`config.mk`:
```
export PLATFORM = sky130hd
export DESIGN_NAME = multicycle_mem_resp
export DESIGN_NICKNAME = d
export VERILOG_FILES = /design/src/rtl/mem_pkg.sv /design/src/rtl/mem_array.sv /design/src/rtl/multicycle_mem_resp.sv
export SDC_FILE = /design/constraint.sdc
export NUM_CORES = 2
export LEC_CHECK = 0
export ABC_CLOCK_PERIOD_IN_PS = 9000
export CORE_AREA = 4 4 430 432
export CTS_CLUSTER_SIZE = 24
export DETAILED_ROUTE_END_ITERATION = 8
export DIE_AREA = 0 0 434 436
export DONT_BUFFER_PORTS = 1
export PLACE_DENSITY = 0.57
export SYNTH_ARGS = -nofsm -noshare
export SYNTH_HDL_FRONTEND = slang
export SYNTH_SLANG_ARGS = --single-unit
```
`constraint.sdc`:
```
create_clock -name clk -period 9 [get_ports clk]
set_input_delay 1.35 -clock clk [delete_from_list [all_inputs] [get_ports clk]]
set_output_delay 1.35 -clock clk [all_outputs]
set_load 0.02 [all_outputs]
```
`src/rtl/mem_pkg.sv`:
```
// Shared types and defaults for the multi-cycle memory responder.
package mem_pkg;

  typedef enum logic [1:0] {
    IDLE,
    WAIT,
    RESP
  } state_t;

  localparam int DEF_DEPTH   = 64;
  localparam int DEF_LATENCY = 2;
  localparam int DEF_DATA_W  = 32;

  // The WAIT counter starts at LATENCY-2, so it must hold values up to LATENCY-2.
  function automatic int cnt_width(input int lat);
    return (lat > 2) ? $clog2(lat - 1) : 1;
  endfunction

  localparam int DEF_CNT_W = cnt_width(DEF_LATENCY);

endpackage

```
`src/rtl/mem_array.sv`:
```
// DEPTH x DATA_W word array: synchronous write, registered synchronous read with clear.
module mem_array #(
  parameter int DEPTH  = 64,
  parameter int DATA_W = 32,
  parameter int IDX_W  = $clog2(DEPTH)
) (
  input  logic              clk,
  input  logic              reset,
  input  logic              we,
  input  logic              re,
  input  logic              clr,
  input  logic [IDX_W-1:0]  idx,
  input  logic [DATA_W-1:0] wdata,
  output logic [DATA_W-1:0] rdata
);

  logic [DATA_W-1:0] mem [DEPTH];

  always_ff @(posedge clk) begin
    if (we) begin
      mem[idx] <= wdata;
    end
  end

  // Only reads touch the output register, so writes leave the last read data intact.
  always_ff @(posedge clk or posedge reset) begin
    if (reset) begin
      rdata <= '0;
    end else if (clr) begin
      rdata <= '0;
    end else if (re) begin
      rdata <= mem[idx];
    end
  end

endmodule

```
`src/rtl/multicycle_mem_resp.sv`:
```
// Fixed-latency single-port memory responder for the multi-cycle datapath.
// Optional alignment fault checking is compiled in with MEM_ALIGN_CHECK_EN.
module multicycle_mem_resp
  import mem_pkg::*;
#(
  parameter int DEPTH   = DEF_DEPTH,
  parameter int LATENCY = DEF_LATENCY,
  parameter int DATA_W  = DEF_DATA_W
) (
  input  logic              clk,
  input  logic              reset,
  input  logic              req,
  input  logic              we,
  input  logic [31:0]       addr,
  input  logic [DATA_W-1:0] wdata,
  output logic [DATA_W-1:0] rdata,
  output logic              ready,
  output logic              err,
  output logic              busy
);

  localparam int IDX_W = $clog2(DEPTH);
  localparam int CW    = cnt_width(LATENCY);

  state_t              state_reg, state_next;
  logic [CW-1:0]       cnt_reg, cnt_next;
  logic                we_reg;
  logic [IDX_W-1:0]    idx_reg;
  logic [DATA_W-1:0]   wdata_reg;
  logic                capture;
  logic                acc_en;
  logic                acc_we;
  logic [IDX_W-1:0]    acc_idx;
  logic [DATA_W-1:0]   acc_wdata;
  logic                acc_fault;
  logic                in_fault;
  logic [IDX_W-1:0]    in_idx;
  logic                unused_addr;

  assign in_idx      = addr[IDX_W+1:2];
  assign unused_addr = ^{addr[31:IDX_W+2], addr[1:0]};

  always_comb begin
    state_next = state_reg;
    cnt_next   = cnt_reg;
    capture    = 1'b0;
    acc_en     = 1'b0;
    case (state_reg)
      IDLE: begin
        if (req) begin
          capture = 1'b1;
          if (LATENCY == 1) begin
            state_next = RESP;
            acc_en     = 1'b1;
          end else begin
            state_next = WAIT;
            cnt_next   = CW'(LATENCY - 2);
          end
        end
      end
      WAIT: begin
        if (cnt_reg == '0) begin
          state_next = RESP;
          acc_en     = 1'b1;
        end else begin
          cnt_next = cnt_reg - CW'(1);
        end
      end
      RESP:    state_next = IDLE;
      default: state_next = IDLE;
    endcase
  end

  // With LATENCY==1 the access edge is the capture edge, so use the live inputs.
  assign acc_we    = (state_reg == IDLE) ? we     : we_reg;
  assign acc_idx   = (state_reg == IDLE) ? in_idx : idx_reg;
  assign acc_wdata = (state_reg == IDLE) ? wdata  : wdata_reg;

  always_ff @(posedge clk or posedge reset) begin
    if (reset) begin
      state_reg <= IDLE;
      cnt_reg   <= '0;
      we_reg    <= 1'b0;
      idx_reg   <= '0;
      wdata_reg <= '0;
    end else begin
      state_reg <= state_next;
      cnt_reg   <= cnt_next;
      if (capture) begin
        we_reg    <= we;
        idx_reg   <= in_idx;
        wdata_reg <= wdata;
      end
    end
  end

`ifdef MEM_ALIGN_CHECK_EN
  logic fault_reg;

  assign in_fault = |addr[1:0];

  always_ff @(posedge clk or posedge reset) begin
    if (reset) begin
      fault_reg <= 1'b0;
    end else if (capture) begin
      fault_reg <= in_fault;
    end
  end

  assign acc_fault = (state_reg == IDLE) ? in_fault : fault_reg;
  assign err       = (state_reg == RESP) & fault_reg;
`else
  assign in_fault  = 1'b0;
  assign acc_fault = in_fault;
  assign err       = 1'b0;
`endif

  assign ready = (state_reg == RESP);
  assign busy  = (state_reg != IDLE);

  mem_array #(
    .DEPTH  (DEPTH),
    .DATA_W (DATA_W),
    .IDX_W  (IDX_W)
  ) u_array (
    .clk   (clk),
    .reset (reset),
    .we    (acc_en & acc_we & ~acc_fault),
    .re    (acc_en & ~acc_we & ~acc_fault),
    .clr   (acc_en & ~acc_we & acc_fault),
    .idx   (acc_idx),
    .wdata (acc_wdata),
    .rdata (rdata)
  );

endmodule

```
# Word level (Yosys, flattened, before mapping)
# Memory sizes are Yosys's and may differ from the RTL's. A register that Yosys moved wholly into a read port is not among the register bits.
# Cells that the tools add are included.
# word_totals
out_inout_bits	35
reg_bits	42
mem_count	1
word_cells	34
inputBits	68
ram_bits	2048
# memory_table
name	words	width	read_ports	rd_ports_with_merged_regs	wr	line	source
u_array.mem	64	32	1	1	1	mem_array.sv:17	logic [DATA_W-1:0] mem [DEPTH];
# classes
add_sub_neg	1
reduce_logical	5
bitwise_logic	3
n_mux	15
eq_ne	4
# ops
cell	n
2-to-1 mux 32 bit	1
2-to-1 mux 1 bit	9
2-to-1 mux 6 bit	1
2-to-1 mux 2 bit	2
!= test 2 bit, second input constant	2
case mux 2 bit (2 select lines)	1
AND reduction 2 bit	2
nonzero test 2 bit	2
bitwise AND 1 bit	2
equality test 2 x 1 -> 1 bit, second input constant	1
equality test 2 bit, second input constant	1
zero test 2 bit	1
case mux 1 bit (2 select lines)	1
NOT 1 bit	1
subtractor 1 bit, second input constant	1

# Logic depth before layout (Yosys ltp)
# logic_depth
word_depth	5
mapped_depth	13
depth_no_buf	8

# Modules after synthesis
# Synthesis repeated with hierarchy kept, for this count alone.
# unflattened
cells_unflattened	4639
hier_area_um2	81137.8
# by_module_without_submodules
mod	cells_each	seq_area_each_um2	instances	area_per_inst_um2
mem_array	4503	62299.8	1	79067.1
multicycle_mem_resp	136	1026.0	1	2070.7

# Worst setup path before layout
# OpenSTA, ideal clock, no wires.
# synth_path
path_kind	input port to flip-flop
start	input port addr[4]
end	memory u_array.mem[11][0], enable pin
arrival_time_ps	4317
setup_slack_ps	4262
setup_ps	421
path_buffers	5
stages	9
required_ps	8579
path_cell_list	buf_4 or3_1 buf_4 o22ai_4 buf_4 buf_2 buf_4 nand2_1 nor2_1
# synth_via
elab_chain_len	1
# synth_rtl
item	line	source
from (decl)	multicycle_mem_resp.sv:14	input logic [31:0] addr,
2-to-1 mux 6 bit	multicycle_mem_resp.sv:76	assign acc_idx = (state_reg == IDLE) ? in_idx : idx_reg;
to (decl)	mem_array.sv:17	
# Every way passes these cells.

# Worst setup path after layout
# layout_path
start	register state_reg[0]
end	memory u_array.mem[17][2], enable pin
# layout_via
elab_chain_len	5
word_cells_on_any_way	8
classes_between	eq/ne: 1; mux: 5; bitwise: 1; reduce/logical: 1
# layout_rtl
item	line	source
from (decl)	multicycle_mem_resp.sv:25	state_t state_reg, state_next;
from (signal assigned)	multicycle_mem_resp.sv:87	state_reg <= state_next;
equality test 2 x 1 -> 1 bit or zero test 2 bit (tied branches)	multicycle_mem_resp.sv:48, multicycle_mem_resp.sv:75, multicycle_mem_resp.sv:76	
2-to-1 mux 1 bit, on equally long branches	multicycle_mem_resp.sv:48, multicycle_mem_resp.sv:75	
bitwise AND 1 bit	multicycle_mem_resp.sv:128	.we (acc_en & acc_we & ~acc_fault),
2-to-1 mux 1 bit	mem_array.sv:20	if (we) begin
2-to-1 mux 1 bit (implied by the code)	mem_array.sv:21	mem[idx] <= wdata;
# Several ways; a longest one is shown, not always the timed one.

==> flow_summary.json <==
{
  "final_cell_mix": "edfxtp_1 (2048), a22oi_1 (422), nand2_1 (346)",
  "yosysWarnings": 0,
  "clkLatencyLatePin_ns": 0.87,
  "die_x_um": 434,
  "nFillCells": 14676,
  "cts_buffer_depth": 3,
  "end_kind": "flip-flop",
  "fmax_mhz": 185,
  "rsz0062_at_grt": "no",
  "syn_nets": 4954,
  "clkTransAtPathRegs_ns": 0.06,
  "finalCriticalPeriod_ns": 5.41,
  "syn_area_um2": 81100,
  "synth_edf_count": 2048,
  "cts_tree": "built",
  "antenna_left": 0,
  "rows": 156,
  "port_buffers": 0,
  "largest_reg_flops": 2048,
  "drt-total-wl_um": 306000,
  "async_flop_share": 0.0344,
  "p_leak_uw": 0.0287,
  "wl_per_cell_um": 40.7,
  "grt_max_degree": 99,
  "p_per_area_nw_per_um2": 266,
  "drive_gt1_frac": 0.140,
  "ys.flop_type": "edfxtp_1",
  "route.detailed.drc": 0,
  "critical_path_class": "flip-flop to flip-flop",
  "die_h_um": 436,
  "setup.worst_path.start_class": "flip-flop",
  "status": "completed",
  "htree_levels": 4,
  "maxCapViolCount": 0,
  "ys_seq_area_frac": 0.781,
  "core_um2": 181000,
  "num_vias": 51589,
  "cp.arrival_ns": 5.89,
  "cts_resized": 0,
  "viasPerCell": 6.85,
  "setup_viol": 0,
  "start_util": 0.449,
  "area_delta_synth_final_pct": 12.9,
  "dp_hpwl_um": 162000,
  "maxSlewViolCount": 0,
  "grt_pass1_vias": 47964,
  "post-route-period-util": 0.601,
  "cts_setup_buffers": 0,
  "clkSinkCount": 2121,
  "worstPathMaxFanout": 18,
  "cts_buffers": 213,
  "grt_pass1_wl_um": 412000,
  "grt_usage": 0.317,
  "fin_setup_tns_ns": 0,
  "antenna_found_initial": 17,
  "fin_worst_skew_ns": 0.0343,
  "hold_viol_final": 0,
  "root_buffer": "clkbuf_16",
  "peakVddDrop_mv": 0.223,
  "final_util": 0.507,
  "drt_pass1_iterations": 6,
  "synth-seq-cells": 2121,
  "tightest_slew_ns": 1.44,
  "layout.nets": 5031,
  "design.die.area_um2": 189000,
  "final_common_cell": "edfxtp_1",
  "syn-mean-instance-area_um2": 16.6,
  "cp.required_ns": 9.49,
  "cts_hold_buf": 0,
  "gp_congestion": 0.842,
  "gr-total-overflow": 0,
  "syn_inst": 4886,
  "synth_cell_type_count": 78,
  "hold_path_class": "primary input to async pin",
  "first_iter_violations": 9328,
  "pin_count": 103,
  "max_slew_margin": 0.0347
}
[worst paths after layout]
path / startpoint / end / slack, ns / cells after the start
setup / recovery: state_reg[0] / u_array.mem[17][2] / 3.59 / 5
hold / removal: reset / wdata_reg[24] / 0.50 / 1
setup reg to reg: state_reg[0] / u_array.mem[17][2] / 3.59 / 5
max in group asynchronous: reset / u_array.rdata[7] / 7.21 / 2
hold reg to reg: wdata_reg[8] / wdata_reg[8] / 0.50 / 1
min in group clk: wdata_reg[8] / wdata_reg[8] / 0.50 / 1
[cell families (layout without fill, tap and decap cells)]
group,Yosys count,after routing,synth area share
mux,204,204,0.0262
compound gates,1392,1392,0.123
flops,2121,2121,0.781
simple gates,835,835,0.0484
buf+inv,333,594,0.0211
other cells,1,13,0.0000463
[area by class of cell]
| type | count | area (um2) | area share |
|---|---|---|---|
| multi-input cells | 2432 | 16800 | 0.184 |
| clock buffers | 295 | 5890 | 0.0644 |
| well taps | 2370 | 2970 | 0.0324 |
| diodes | 12 | 30.0 | 0.000328 |
| flip-flops and latches | 2121 | 63300 | 0.692 |
| inverters | 3 | 13.8 | 0.000150 |
| repair buffers | 192 | 1530 | 0.0167 |
| clock inverters | 104 | 903 | 0.00987 |
[synth_stat cells (7+ instances only)]
cell	n	area share
edfxtp_1	2048	0.76
a22oi_1	422	0.039
nand2_1	384	0.018
o21ai_0	341	0.021
mux2i_1	139	0.017
buf_2	133	0.0082
clkbuf_1	129	0.0060
a31oi_1	128	0.0099
nor2_1	122	0.0056
a22o_1	99	0.011
nand3_1	87	0.0054
nand4_1	81	0.0062
dfrtp_1	73	0.023
a221oi_1	68	0.0073
a222oi_1	67	0.0083
mux2_2	60	0.0083
a21oi_1	55	0.0034
and3_1	50	0.0039
buf_4	43	0.0040
o22a_1	28	0.0030
a2111oi_0	22	0.0024
o21a_1	20	0.0019
nor3_1	19	0.0012
buf_6	18	0.0025
and4_1	17	0.0018
o22ai_1	17	0.0013
o31ai_1	16	0.0015
nor4_1	14	0.0011
nand2b_1	12	0.00093
o2111a_1	12	0.0017
o211ai_1	11	0.0010
a221o_1	8	0.00099
a31o_2	7	0.00076
a32o_1	7	0.00086
buf_1	7	0.00032
nor2b_1	7	0.00054
o31a_1	7	0.00076
[critical path, stage by stage, from the launching register on]
cell and delay [ns]:
dfrtp_1 0.72, or3_1 0.83, o22ai_4 0.84, nand2_1 0.87, nor2_4 1.13, buf_4 0.60
[power breakdown]
| part | total (uW) | switching (uW) | internal (uW) |
|---|---|---|---|
| sequential | 11900 | 305 | 11600 |
| combinational | 3730 | 2850 | 880 |
| clock | 8670 | 3810 | 4870 |
[per-layer routing]
metal	vias to the layer above	track usage	share of wire
met5	-	0	0.000095
met4	4	0.165	0.063
li1	20134	-	-
met3	807	0.0730	0.13
met1	26583	0.433	0.37
met2	4061	0.478	0.44
[metrics by stage]
step	instances	worst slack [ns]	hold slack, ns	instance area, um2	power (uW)
after floorplan	4886	4.26	0.481	81100	14000
after global placement	7118	3.29	0.490	84700	15700
after detailed placement	7118	3.26	0.495	84700	15800
after CTS	7517	3.80	0.496	91500	24300
after global routing	7522	3.62	0.520	91500	24900
final	7529	3.59	0.502	91500	24300
(Power assumes the default switching activity.)
